--- config.mk ---
export PLATFORM = sky130hd
export DESIGN_NAME = main_control
export DESIGN_NICKNAME = d
export VERILOG_FILES = /design/src/rtl/main_control.sv
export SDC_FILE = /design/constraint.sdc
export NUM_CORES = 1
export LEC_CHECK = 0
export ABC_AREA = 1
export CAP_MARGIN = 20
export CELL_PAD_IN_SITES_DETAIL_PLACEMENT = 1
export CELL_PAD_IN_SITES_GLOBAL_PLACEMENT = 1
export CORE_MARGIN = 10
export CORE_UTILIZATION = 31
export CTS_BUF_LIST = sky130_fd_sc_hd__clkbuf_2 sky130_fd_sc_hd__clkbuf_4 sky130_fd_sc_hd__clkbuf_8
export DETAILED_ROUTE_END_ITERATION = 8
export PLACE_DENSITY_LB_ADDON = 0.1
export SETUP_SLACK_MARGIN = 0.4
export SLEW_MARGIN = 20
export SYNTH_ARGS = -nofsm -noshare
export SYNTH_HDL_FRONTEND = slang
export SYNTH_SLANG_ARGS = --single-unit
export TNS_END_PERCENT = 30
--- constraint.sdc ---
create_clock -name clk -period 1 [get_ports clk]
set_input_delay 0.15 -clock clk [delete_from_list [all_inputs] [get_ports clk]]
set_output_delay 0.15 -clock clk [all_outputs]
set_load 0.01 [all_outputs]
--- src/rtl/main_control.sv ---
// RV32I main control decoder: maps the 7-bit opcode to datapath control signals.
// Latency: 1 cycle (all outputs registered); no backpressure, a new opcode is accepted every cycle.
module main_control (
  input  logic       clk,
  input  logic       reset,
  input  logic [6:0] Opcode,
  output logic       Branch,
  output logic       MemRead,
  output logic       MemtoReg,
  output logic [1:0] ALUOp,
  output logic       MemWrite,
  output logic       ALUSrc,
  output logic       RegWrite,
  output logic       Jump,
  output logic       Jalr,
  output logic [1:0] ALUSrcA,
  output logic [2:0] ImmSel,
  output logic       Illegal
);

  localparam logic [6:0] OP_BRANCH = 7'b1100011;
  localparam logic [6:0] OP_LOAD   = 7'b0000011;
  localparam logic [6:0] OP_STORE  = 7'b0100011;
  localparam logic [6:0] OP_ALUI   = 7'b0010011;
  localparam logic [6:0] OP_RTYPE  = 7'b0110011;
  localparam logic [6:0] OP_JAL    = 7'b1101111;
  localparam logic [6:0] OP_JALR   = 7'b1100111;
  localparam logic [6:0] OP_LUI    = 7'b0110111;
  localparam logic [6:0] OP_AUIPC  = 7'b0010111;

  typedef struct packed {
    logic       branch;
    logic       mem_read;
    logic       mem_to_reg;
    logic [1:0] alu_op;
    logic       mem_write;
    logic       alu_src;
    logic       reg_write;
    logic       jump;
    logic       jalr;
    logic [1:0] alu_src_a;
    logic [2:0] imm_sel;
    logic       illegal;
  } ctrl_t;

  ctrl_t ctrl_d;
  ctrl_t ctrl_q;

  always_comb begin
    ctrl_d = '0;
    case (Opcode)
      OP_BRANCH: begin
        ctrl_d.branch  = 1'b1;
        ctrl_d.alu_op  = 2'b01;
        ctrl_d.imm_sel = 3'b010;
      end
      OP_LOAD: begin
        ctrl_d.mem_read   = 1'b1;
        ctrl_d.mem_to_reg = 1'b1;
        ctrl_d.alu_src    = 1'b1;
        ctrl_d.reg_write  = 1'b1;
      end
      OP_STORE: begin
        ctrl_d.mem_write = 1'b1;
        ctrl_d.alu_src   = 1'b1;
        ctrl_d.imm_sel   = 3'b001;
      end
      OP_ALUI: begin
        ctrl_d.alu_src   = 1'b1;
        ctrl_d.reg_write = 1'b1;
      end
      OP_RTYPE: begin
        ctrl_d.alu_op    = 2'b10;
        ctrl_d.reg_write = 1'b1;
      end
      OP_JAL: begin
        ctrl_d.alu_src   = 1'b1;
        ctrl_d.reg_write = 1'b1;
        ctrl_d.jump      = 1'b1;
        ctrl_d.alu_src_a = 2'b01;
        ctrl_d.imm_sel   = 3'b100;
      end
      OP_JALR: begin
        ctrl_d.alu_src   = 1'b1;
        ctrl_d.reg_write = 1'b1;
        ctrl_d.jump      = 1'b1;
        ctrl_d.jalr      = 1'b1;
      end
      OP_LUI: begin
        ctrl_d.alu_src   = 1'b1;
        ctrl_d.reg_write = 1'b1;
        ctrl_d.alu_src_a = 2'b10;
        ctrl_d.imm_sel   = 3'b011;
      end
      OP_AUIPC: begin
        ctrl_d.alu_src   = 1'b1;
        ctrl_d.reg_write = 1'b1;
        ctrl_d.alu_src_a = 2'b01;
        ctrl_d.imm_sel   = 3'b011;
      end
      // Unsupported opcodes flag Illegal with every side-effecting control low.
      default: ctrl_d.illegal = 1'b1;
    endcase
  end

  always_ff @(posedge clk) begin
    if (!reset) ctrl_q <= '0;
    else        ctrl_q <= ctrl_d;
  end

  assign Branch   = ctrl_q.branch;
  assign MemRead  = ctrl_q.mem_read;
  assign MemtoReg = ctrl_q.mem_to_reg;
  assign ALUOp    = ctrl_q.alu_op;
  assign MemWrite = ctrl_q.mem_write;
  assign ALUSrc   = ctrl_q.alu_src;
  assign RegWrite = ctrl_q.reg_write;
  assign Jump     = ctrl_q.jump;
  assign Jalr     = ctrl_q.jalr;
  assign ALUSrcA  = ctrl_q.alu_src_a;
  assign ImmSel   = ctrl_q.imm_sel;
  assign Illegal  = ctrl_q.illegal;

endmodule

# ---- After elaboration in Yosys (flattened, before gate mapping)
# Index checks and enable logic that the tools add are counted.
dict set report op_classes {
  eq_ne 9
  muxes 11
  n_reduce_logical 6
}
# operator count
set op_table {}
lappend op_table {{$eq 7x6->1 const B} 3}
lappend op_table {{$eq 7x7->1 const B} 3}
lappend op_table {{$eq 7x5->1 const B} 2}
lappend op_table {{$reduce_or 7->1} 2}
lappend op_table {{$pmux 3 s4} 1}
lappend op_table {{$reduce_or 9->1} 1}
lappend op_table {{$pmux 2 s2} 2}
lappend op_table {{$eq 7x2->1 const B} 1}
lappend op_table {{$mux 1} 7}
lappend op_table {{$reduce_or 2->1} 3}
lappend op_table {{$mux 2} 1}
dict set report totals {
  reg_bits 16
  inputBits 9
  output_inout_bits 16
  word_cells 38
}

# ---- Longest topological paths before layout
# Gate-level depths: netlist of the first run.
dict set report logic_depth {
  ltp_word 3
  ltp_mapped 7
  ltp_nobuf 7
}

# ---- Worst setup path before layout of the first run
# No wires, ideal clock.
dict set report synth_path {
  path_type {input port to flip-flop}
  start {in Opcode[1]}
  end {reg ctrl_q, in the netlist RegWrite}
  setup_time_ps 120
  t_arrival_ps 621
  t_required_ps 880
  setup_slack_ps 259
  cell_stages 6
  n_path_buf 0
  cell_sequence {nand2_2 -> inv_1 -> nand3_1 -> nand2_2 -> nor2_1 -> nor2_1}
}
dict set report synth_via {
  elab_chain_len 3
  word_cells_on_any_way 9
  classes_between {7 x eq/ne; 1 x mux; 1 x reduce/logical}
}
# item line
set synth_rtl {}
lappend synth_rtl {{from (decl)} 6} ;# input logic [6:0] Opcode,
lappend synth_rtl {{$eq 7x5->1, or another cell as far along} 51} ;# case (Opcode)
lappend synth_rtl {{$reduce_or 7->1 (no source line) (*)} n/a}
lappend synth_rtl {{$mux 1 (*)} 51}
lappend synth_rtl {{to (signal assigned)} 108} ;# else ctrl_q <= ctrl_d;
lappend synth_rtl {{to (decl)} 47} ;# ctrl_t ctrl_q;
# Every way passes the cells marked *; elsewhere a longest branch is shown, timed or not.
# A chain may end at the register's enable or synchronous reset.

# ---- Worst setup path after layout of the first run
dict set report layout_path {
  start {reg ctrl_q, in the netlist MemRead}
  end {out MemRead}
}
# item line
set layout_lines {}
lappend layout_lines {{to (decl)} 8} ;# output logic MemRead,
# No word-level cell between the ends.

==> results of run 1 <==
-- sequential cells by signal (all words and copies together), names as in the netlist --
name and flops:
ALUSrcA 2, MemWrite 1, Jalr 1, Illegal 1, RegWrite 1, ImmSel 3, ALUOp 2, ALUSrc 1
MemRead 1, Jump 1
-- per-layer routing --
| metal | vias to the layer above | routed length (microns) | share of wire, % |
|---|---|---|---|
| li1 | 288 | - | - |
| met1 | 260 | 731 | 43 |
| met2 | 21 | 868 | 51 |
| met3 | 4 | 88 | 5.1 |
| met4 | 0 | 26 | 1.5 |
| met5 | - | 0 | 0 |
-- final timing paths --
kind	end	from	cells after the start	slack, ns
max	MemRead	MemRead	1	0.10
min	MemRead	Opcode[0]	3	0.16
-- power by group --
group	leakage (nW)	internal [W]	switching, W
logic	0.349	0.0000682	0.0000925
clock network	0.0138	0.000140	0.000174
registers	0.115	0.000564	0.00000249
-- kinds of logic (layout without fill, tap and decap cells) --
logic type,Yosys count,in the layout
AOI/OAI and AO/OA,2,2
buffers and inverters,11,45
DFF,14,14
and+or+nand+nor,43,43
-- timing repair --
action                                  in CTS  in global routing
buffers inserted                             2                  2
pin swaps                                    3                  8
endpoints found under the hold margin        0                  0
endpoints found under the setup margin      30                 30
gates resized for setup                     84                 24
-- cell usage in the layout, fill, tap and decap left out --
master          count
a21oi_1             1
a21oi_2             1
buf_2              10
buf_4               8
buf_6               7
clkbuf_2            7
clkbuf_4            3
clkinv_4            1
dfxtp_1            10
dfxtp_2             4
dlymetal6s2s_1      1
inv_1               3
inv_12              1
inv_2               3
inv_4               1
nand2_1             5
nand2_2             5
nand2_4             2
nand2_8             1
nand3_1             5
nand3_2             4
nand4_1             1
nor2_1             11
nor2_2              3
nor2_4              3
nor3_1              2
nor3_2              1
-- layout make-up --
cell class | count | area, sq um
flip-flops and latches | 14 | 285.3
clock buffers | 3 | 22.52
fillers | 204 | 787.0
well taps | 25 | 31.28
multi-input cells | 45 | 291.5
repair buffers | 33 | 236.5
inverters | 9 | 53.80
-- through the flow --
| step | TNS, ns | hold slack [ns] | worst slack [ns] | cells | util (%) |
|---|---|---|---|---|---|
| floorplan | 0 | 0.2632 | 0.3401 | 70 | - |
| global placement | -3.567 | 0.8647 | -0.3424 | 122 | 53.19 |
| detailed placement | -3.804 | 0.8794 | -0.3417 | 122 | 53.19 |
| CTS | 0 | 0.3414 | 0.09577 | 127 | 52.89 |
| global route | 0 | 0.1579 | 0.06303 | 129 | 53.92 |
| finish | 0 | 0.1641 | 0.1007 | 129 | 53.92 |
-- cells in the mapped netlist --
| master | instances | area, sq um |
|---|---|---|
| nor2_4 | 2 | 22.52 |
| nor2_1 | 15 | 56.30 |
| nand4_1 | 1 | 6.260 |
| dfxtp_1 | 14 | 280.3 |
| buf_4 | 2 | 15.01 |
| nor3_2 | 1 | 10.01 |
| nand2_2 | 6 | 37.54 |
| nor3_1 | 2 | 10.01 |
| a21oi_1 | 2 | 10.01 |
| nand3_1 | 9 | 45.04 |
| inv_1 | 5 | 18.77 |
| nand2_1 | 7 | 26.28 |
| inv_2 | 4 | 15.01 |
==> results_dict.tcl, run 1 <==
set metrics [dict create \
    status "complete, no violations" \
    rsz0062_at_grt "yes" \
    synth_top_family_by_area "simple AND/OR/NAND/NOR gates" \
    grt_overflow 0 \
    p_leak_nw 0.4774 \
    antenna_found_initial 0 \
    cp_top_family "flip-flops" \
    remaining_drc_errors 0 \
    cpPeakStageDelay_ns 0.36 \
    synth-compound-area-share_pct 1.810 \
    tritoncts "yes" \
    core_region_area_sq_um 1708 \
    finalInstanceArea_sq_um 920.9 \
    critical_path_class "flop to primary output" \
    layout_min_cycle_time_ns 0.8993 \
    die_width_microns 62.24 \
    die_area_sq_um 3873 \
    htree_levels 1 \
    synth.net_count 79 \
    maxCapViolations 0 \
    setup_viol 0 \
    wire_per_inst_microns 13.29 \
    fin_nets 115 \
    avgSynthCellArea_sq_um 7.900 \
    path_buf_inv 1 \
    met1_usage_pct 9.091 \
    synth_seq_cells 14 \
    cts_sinks 14 \
    synthAdderAreaFrac_pct 0 \
    synth-simple-area-share_pct 38.69 \
    port-buffer-count 24 \
    grt.total_usage_pct 8.689 \
    worst-path-max-fanout 2 \
    grt_pass1_wl_mm 2.732 \
    dp_hpwl_mm 1.346 \
    gr-usage-met2_pct 15.38 \
    dpl_cell_area_sq_um 908.4 \
    start_util_pct 32.38 \
    grt_pass1_vias 611 \
    p_total_w 0.001041 \
    start_kind "flop" \
    drtPass1Iterations 4 \
    netlist-cell-type-count 13 \
    synth_area_sq_um 553.0 \
    diodes 0 \
    cp_slowest_cell "dfxtp_2" \
    critPathCaptureType "primary output" \
    drtIter0Drc 9 \
    vdd_ir_drop_max_mv 0.5147 \
    gr-usage-met3_pct 2.509 \
    numCtsBuffers 3 \
    route.vias.total 573 \
    cp_cell_sequence "buf_6" \
    hold_buffers 0 \
    ys_seq_area_share_pct 50.68 \
    hold_class "primary input to flop" \
    worst_pin_slew_ns 0.2788 \
    finalMaxSlewViolations 0 \
    synth_xor_xnor_area_share_pct 0 \
    grt.busiest_layer "met2" \
    clock.fmax_mhz 1112 \
    antenna_left 0 \
    arrival_ns 0.75 \
    rows 15 \
    finalHoldViolCount 0 \
    wl_mm 1.715 \
    grt_max_degree 9 \
    ys_warn_count 0 \
    muxShareOfSynthArea_pct 0 \
    routabilityCongestion 0.7934 \
    slew_headroom_pct 81.38 \
    syn2layout_area_growth_pct 66.52 \
    critPathRequiredTime_ns 0.85 \
    clk_pin_slew_ns 0.08 \
    cts_root_buffer "clkbuf_4" \
    layout-drive-gt1-share_pct 62.50 \
    netlist_instances 70 \
    die_y_microns 62.24 \
    cts_buffer_depth 2 \
    ios 25 \
    powerDensity_nw_per_um2 1131 \
    avgViaCountPerCell 4.442 \
    fin_crit_sh_pct 89.93 \
]
(Power assumes the default switching activity.)
==> run 2, diff against run 1 <==
- SLEW_MARGIN: 20 -> 10
==> results of run 2 <==
Final layout, timing and power as in run 1 (identical DEF).
==> run 3, diff against run 2 <==
- MAX_ROUTING_LAYER: default -> met4
- RECOVER_POWER: default -> 100
==> results_dict.tcl, run 3 (same netlist as run 1, synthesis figures left out) <==
set metrics [dict create \
    critical_path_class "flop to primary output" \
    path_buf_inv 1 \
    critPathRequiredTime_ns 0.85 \
    port-buffer-count 24 \
    rows 15 \
    die_y_microns 62.24 \
    holdWs_ns 0.1431 \
    maxCapViolations 0 \
    final_cell_mix "14 x nor2_1, 13 x dfxtp_1, 11 x clkbuf_1" \
    drtIter0Drc 15 \
    hold_class "primary input to flop" \
    cp_cell_sequence "clkbuf_1" \
    slew_headroom_pct 75.61 \
    numCtsBuffers 3 \
    final_common_cell "nor2_1" \
    arrival_ns 0.76 \
    grt_pass1_vias 613 \
    die_area_sq_um 3873 \
    avgViaCountPerCell 4.419 \
    antenna_found_initial 0 \
    cts_root_buffer "clkbuf_4" \
    finalHoldViolCount 0 \
    nFillCells 217 \
    wl_mm 1.760 \
    remaining_drc_errors 0 \
    dpl_cell_area_sq_um 908.4 \
    core_region_area_sq_um 1708 \
    powerDensity_nw_per_um2 1195 \
    clk_pin_slew_ns 0.09 \
    fin_nets 115 \
    htree_levels 1 \
    vdd_ir_drop_max_mv 0.5404 \
    cp_top_family "flip-flops" \
    routabilityCongestion 0.8046 \
    layout-drive-gt1-share_pct 42.31 \
    critPathCaptureType "primary output" \
    fin_crit_sh_pct 91.17 \
    cp_slowest_cell "dfxtp_1" \
    cpPeakStageDelay_ns 0.32 \
    clock.fmax_mhz 1097 \
    grt_overflow 0 \
    grt_pass1_wl_mm 2.739 \
    hold_buffers 0 \
    grt.total_usage_pct 8.924 \
    worst_pin_slew_ns 0.3646 \
    antenna_left 0 \
    syn2layout_area_growth_pct 56.79 \
    diodes 0 \
    finalInstanceArea_sq_um 867.1 \
    start_kind "flop" \
    drtPass1Iterations 2 \
    status "complete, no violations" \
    die_width_microns 62.24 \
    largest_reg_flops 3 \
    finalMaxSlewViolations 0 \
    layout_min_cycle_time_ns 0.9117 \
    p_leak_nw 0.4201 \
    start_util_pct 32.38 \
    cts_buffer_depth 2 \
    route.vias.total 570 \
    grt_max_degree 9 \
    cts_sinks 14 \
    worst-path-max-fanout 1 \
    setup_viol 0 \
    wire_per_inst_microns 13.64 \
    tritoncts "yes" \
    dp_hpwl_mm 1.346 \
    rsz0062_at_grt "yes" \
    ios 25 \
]
## run 3: cell types whose count changed in the layout (fill, tap and decap cells not counted), sizes merged
cell and delta:
buf -11, clkbuf +11
## run 3: per-stage QoR
stage               std cells  total power (W)  setup slack [ns]  utilization [%]  setup TNS, ns
global placement          122        0.0007353           -0.3424            53.19         -3.567
floorplan                  70        0.0006471            0.3401                -              0
detailed placement        122        0.0007387           -0.3417            53.19         -3.804
finish                    129         0.001036           0.08826            50.77              0
global route              129         0.001089           0.03462            50.77              0
CTS                       127         0.001044           0.09577            52.89              0
## run 3: final timing paths
check	start	end	slack [ns]	cells after the start
hold / removal	Opcode[0]	MemRead	0.14	3
setup / recovery	ImmSel[1]	ImmSel[1]	0.09	1
## run 3: repair_timing
item                                    in CTS  in global routing
cloned                                       0                  0
buffers inserted                             2                  2
gates resized for setup                     84                 24
pin swaps                                    3                  8
endpoints found under the setup margin      30                 30
## run 3: power breakdown
part / switching [W] / leakage, nW / total, W / internal, W
registers: 0.00000260 / 0.114 / 0.000566 / 0.000564
logic: 0.0000848 / 0.293 / 0.000147 / 0.0000625
clock network: 0.000183 / 0.0138 / 0.000323 / 0.000140
total: 0.000270 / 0.420 / 0.00104 / 0.000766
## run 3: metal layers
| metal | GRT usage, % | vias up | wire (microns) |
|---|---|---|---|
| met5 | - | - | 0 |
| met4 | 4.286 | 0 | 29 |
| met3 | 2.330 | 4 | 73 |
| met2 | 15.38 | 17 | 854 |
| met1 | 9.193 | 262 | 802 |
| li1 | - | 287 | - |
## run 3: area by class of cell
| type | instances | area, sq um | share of cell area [%] |
|---|---|---|---|
| inverter | 9 | 53.80 | 6.205 |
| sequential | 14 | 281.5 | 32.47 |
| multi-input combinational | 45 | 255.2 | 29.44 |
| timing repair buffer | 33 | 222.7 | 25.69 |
| clock buffer | 3 | 22.52 | 2.597 |
| tap | 25 | 31.28 | 3.608 |
